$ cat config.mk
export PLATFORM = sky130hd
export DESIGN_NAME = imem_load_arbiter
export DESIGN_NICKNAME = d
export VERILOG_FILES = /design/src/rtl/imem_load_arbiter.sv
export SDC_FILE = /design/constraint.sdc
export NUM_CORES = 1
export LEC_CHECK = 0
export ABC_AREA = 1
export BUFFER_PORTS_ARGS = -buffer_cell sky130_fd_sc_hd__buf_2
export CAP_MARGIN = 20
export CORE_AREA = 2 2 113 115
export CTS_CLUSTER_SIZE = 16
export DETAILED_ROUTE_END_ITERATION = 10
export DIE_AREA = 0 0 115 117
export SYNTH_ARGS = -nofsm -noshare
export SYNTH_HDL_FRONTEND = slang
export SYNTH_SLANG_ARGS = --single-unit
$ cat constraint.sdc
create_clock -name clk -period 4.2 [get_ports clk]
set_input_delay 0.84 -clock clk [delete_from_list [all_inputs] [get_ports clk]]
set_output_delay 0.84 -clock clk [all_outputs]
set_load 0.005 [all_outputs]
$ cat src/rtl/imem_load_arbiter.sv
// Instruction RAM owner: arbitrates between a byte-stream program loader
// and the CPU fetch path (registered fetch, little-endian word assembly).
module imem_load_arbiter #(
  parameter int          DEPTH = 64,
  parameter int          AW    = 6,
  parameter logic [31:0] NOP   = 32'hE1A00000
) (
  input  logic          clk,
  input  logic          rst_n,
  input  logic          load_start,
  input  logic          ld_valid,
  input  logic [7:0]    ld_byte,
  input  logic          ld_last,
  output logic          ld_ready,
  input  logic          cpu_req,
  input  logic [31:0]   cpu_addr,
  output logic [31:0]   cpu_instr,
  output logic          cpu_valid,
  output logic          cpu_stall,
  output logic          mem_we,
  output logic [AW-1:0] mem_waddr,
  output logic [31:0]   mem_wdata,
  output logic [AW-1:0] mem_raddr,
  input  logic [31:0]   mem_rdata,
  output logic [AW:0]   loaded_words,
  output logic          err_ovf,
  output logic          err_fetch
);

  typedef enum logic [1:0] {
    IDLE,
    LOAD,
    WRITE,
    RUN
  } state_t;

  localparam logic [AW:0] FULL = (AW+1)'(DEPTH);

  state_t      state_q;
  state_t      state_d;
  logic [1:0]  idx_q;
  logic [AW:0] wcnt_q;
  logic [31:0] asm_q;
  logic        last_q;
  logic [AW:0] lw_q;
  logic        ovf_q;
  logic        ferr_q;
  logic        cvalid_q;
  logic [31:0] cinstr_q;

  logic accept;
  logic full;
  logic fault;
  logic start;

  assign accept = ld_valid && ld_ready;
  assign full   = (wcnt_q == FULL);
  assign fault  = (cpu_addr[1:0] != 2'b00) ||
                  (cpu_addr[31:2] >= 30'(lw_q));
  assign start  = load_start &&
                  ((state_q == IDLE) || (state_q == RUN));

  assign mem_raddr    = cpu_addr[AW+1:2];
  assign cpu_instr    = cinstr_q;
  assign cpu_valid    = cvalid_q;
  assign loaded_words = lw_q;
  assign err_ovf      = ovf_q;
  assign err_fetch    = ferr_q;

  always_ff @(posedge clk or negedge rst_n) begin
    if (!rst_n) begin
      state_q <= IDLE;
    end else begin
      state_q <= state_d;
    end
  end

  always_comb begin
    state_d   = state_q;
    ld_ready  = 1'b0;
    cpu_stall = 1'b1;
    mem_we    = 1'b0;
    mem_waddr = wcnt_q[AW-1:0];
    mem_wdata = asm_q;
    unique case (state_q)
      IDLE: begin
        if (load_start) state_d = LOAD;
      end
      LOAD: begin
        ld_ready = 1'b1;
        if (accept) begin
          if (full) begin
            if (ld_last) state_d = RUN;
          end else if (ld_last || idx_q == 2'd3) begin
            state_d = WRITE;
          end
        end
      end
      WRITE: begin
        mem_we  = 1'b1;
        state_d = last_q ? RUN : LOAD;
      end
      RUN: begin
        cpu_stall = load_start;
        if (load_start) state_d = LOAD;
      end
      default: state_d = IDLE;
    endcase
  end

  always_ff @(posedge clk or negedge rst_n) begin
    if (!rst_n) begin
      idx_q    <= '0;
      wcnt_q   <= '0;
      asm_q    <= '0;
      last_q   <= 1'b0;
      lw_q     <= '0;
      ovf_q    <= 1'b0;
      ferr_q   <= 1'b0;
      cvalid_q <= 1'b0;
      cinstr_q <= '0;
    end else begin
      cvalid_q <= 1'b0;
      if (start) begin
        idx_q  <= '0;
        wcnt_q <= '0;
        asm_q  <= '0;
        last_q <= 1'b0;
        ovf_q  <= 1'b0;
      end
      if (state_q == LOAD && accept) begin
        if (full) begin
          // ram is full: consume and drop the byte
          ovf_q <= 1'b1;
          if (ld_last) lw_q <= wcnt_q;
        end else begin
          asm_q[{idx_q, 3'b000} +: 8] <= ld_byte;
          idx_q  <= idx_q + 2'd1;
          last_q <= ld_last;
        end
      end
      if (state_q == WRITE) begin
        wcnt_q <= wcnt_q + 1'b1;
        idx_q  <= '0;
        asm_q  <= '0;
        if (last_q) lw_q <= wcnt_q + 1'b1;
      end
      if (state_q == RUN && !load_start && cpu_req) begin
        cvalid_q <= 1'b1;
        cinstr_q <= fault ? NOP : mem_rdata;
        if (fault) ferr_q <= 1'b1;
      end
    end
  end

endmodule
==> summary.txt <==
Pwr
  – VDD IR max: 212 uV
  – Clock power frac: 0.266
  – Overall Power: 0.00280 W
  – Static leakage: 3.15 nW
  – Internal: 0.00174 W
  – Seq pwr share: 0.378
  – Net Sw Frac: 0.380
  – PwrDens: 478 mW/mm2
  – Psw: 0.00106 W
  – Comb power frac: 0.357

Place
  – Dpl ws: 1.34 ns
  – DP Wirelength: 8970 um
  – I/O Buffers: 166
  – GPL Wtd Cong: 0.831

Cells and area
  – N_diodes: 0
  – Most common cell after layout, fill and taps aside: nand2_1
  – Most frequent cells in the layout: nand2_1 (172), buf_2 (165), dfrtp_1 (86)
  – Share of layout cells above drive strength 1: 0.314
  – Area grow syn2layout: 25.3%
  – Fin nets: 812

Clocking
  – Setup bufs post-CTS: 0
  – Clock sink total: 86
  – Htree depth: 3
  – Clock Tree Buf Depth: 2
  – TritonCTS clock tree: done
  – Cts repair resizes: 0
  – Clock root cell: clkbuf_16
  – Cts bufs inserted: 9
  – Worst-path clk slew: 0.06 ns
  – Post-CTS Hold Buffers: 0
  – Clk Latency, worst-skew pair: 0.34 ns

Routing
  – Vias/cell: 4.85
  – Via Count: 4215
  – WL met1: 5410 um
  – DRT iter0 DRCs: 186
  – Routed wl met3: 745 um
  – Drc violations: 0
  – Routed WL: 12400 um
  – WL/cell: 14.3 um
  – Routed met2 length: 6000 um
  – Top layer in use: met4
  – Post-route ant nets: 0
  – TritonRoute pass-1 iters: 4

Critical path
  – Critical path peak fanout: 34
  – Crit start category: register
  – Req. time, crit path: 4.44 ns
  – WS Path Type: reg -> reg
  – Crit path arrival time: 2.54 ns
  – Element type at the critical path end: register

STA
  – Final hold slack: 0.443 ns
  – Worst setup margin: 1.90 ns
  – Final hold violation count: 0
  – Endpoints failing setup: 0
  – Fin. max-slew vios: 0
  – Final min period: 2.30 ns
  – RSZ-0062 raised after global routing: no
  – Slew at the pin closest to its max-slew limit: 0.976 ns
  – Relative slew slack: 0.349
  – Fin Setup TNS: 0 ns
  – Layout Skew: 0.00555 ns
  – Fin crit share: 0.547
  – Max Fclk: 0.435 GHz

GRT
  – First-pass GRT wire length: 19200 um
  – Initial antenna violation count: 0
  – Vias in the first global route: 3970
  – Largest net degree at the start of global routing: 87
  – All-Layer GR Usage: 0.182
  – GRT overflow: 0

Die
  – Io pins: 167
  – Die X: 115 um
  – Core area: 0.0123 mm2
  – # rows: 41
  – Die Ht: 117 um
  – Initial core utilization: 0.380
  – DIE AREA: 0.0135 mm2

Status
  – Status: finished, final reports clean

Yosys
  – Cells after Synth: 566
  – Yosys warnings: 0
  – Netlist Area Pre-Place: 0.00468 mm2
  – Synth Net Count: 663
  – Syn avg cell area: 8.26 um2
  – Seq/Total Area, Yosys: 0.460
  – Synth Register Bits: 86
  – Count of cell types in the netlist: 32

Job
  – Max-cap viol count: 0

Min path
  – Worst min path class: in -> async
-- cells in the mapped netlist, drive strengths merged --
library cell  instances  area (um2)
xor2                  2        17.5
nand4                 3        18.8
o21ai                16        80.1
nor2                 45         223
dfrtp                86        2150
nand3b               26         195
ha                   19         238
or2                   7        43.8
inv                  50         188
o21a                  1        7.51
nand3                58         363
o22ai                 4        25.0
clkbuf               11        41.3
and2                  1        6.26
nand2               174         658
a21oi                36         236
nor3                  1        5.00
buf                  22         148
and3b                 1        8.76
clkinv                1        5.00
xnor2                 2        17.5
-- state kept, by name (all words and copies together), names as in the netlist --
name / cells
cpu_instr: 32
loaded_words: 7
last_q: 1
idx_q: 2
cpu_valid: 1
wcnt_q: 7
err_fetch: 1
state_q: 2
err_ovf: 1
mem_wdata: 32
-- power groups by stage --
stage / Combinational, W / Clock, W / Sequential (W)
finish: 0.000999 / 0.000744 / 0.00106
global route: 0.00113 / 0.000799 / 0.00108
CTS: 0.00101 / 0.000767 / 0.00106
detailed placement: 0.00100 / 0 / 0.00107
global placement: 0.000974 / 0 / 0.00106
floorplan: 0.000670 / 0 / 0.00105
-- area by class of cell --
type                            instances  area, um2
Inverter                               51        193
Sequential cell                        86       2150
Tap cell                              150        188
Multi-Input combinational cell        396       2140
Clock inverter                          4       22.5
Timing Repair Buffer                  171        911
Clock buffer                           11        253
Fill cell                            1228       6450
-- through the flow --
stage               instance area [um2]   util  cells
global placement                   5530  0.449    852
finish                             5860  0.476    869
detailed placement                 5530  0.449    852
CTS                                5810  0.472    867
floorplan                          4680      -    566
global route                       5860  0.476    869
-- kinds of logic after synthesis --
logic type	share of synthesized area
DFF	0.460
AOI/OAI and AO/OA	0.0746
adders and majority gates	0.0508
xor gates and xnor gates	0.00749
buffers and inverters	0.0816
and+or+nand+nor	0.325
-- critical path, cell delays in order (launching register included) --
cell     delay (ns)
dfrtp_1        0.44
ha_1           0.25
nand3_2        0.07
buf_4          0.33
inv_1          0.53
or2_2          0.47
nand2_1        0.07
inv_1          0.04
-- layer usage --
metal	global-route usage	vias to the layer above
li1	-	2100
met1	0.230	1971
met2	0.301	128
met3	0.0536	16
met4	0.0594	0
met5	0	-
-- final timing paths --
path                                         from                        end  slack, ns  cells after the start
min in group clk            err_fetch$_DFFE_PN0P_      err_fetch$_DFFE_PN0P_       0.47                      2
min                                         rst_n    mem_wdata[28]$_DFF_PN0_       0.44                      1
max in group asynchronous                   rst_n   cpu_instr[8]$_DFFE_PN0P_       3.13                      2
max reg2reg                state_q[0]$_DFFE_PN0P_  cpu_instr[21]$_DFFE_PN0P_       1.90                      7
max                        state_q[0]$_DFFE_PN0P_  cpu_instr[21]$_DFFE_PN0P_       1.90                      7
min reg2reg                 err_fetch$_DFFE_PN0P_      err_fetch$_DFFE_PN0P_       0.47                      2
Note: power is estimated with default switching activity, not from simulation.
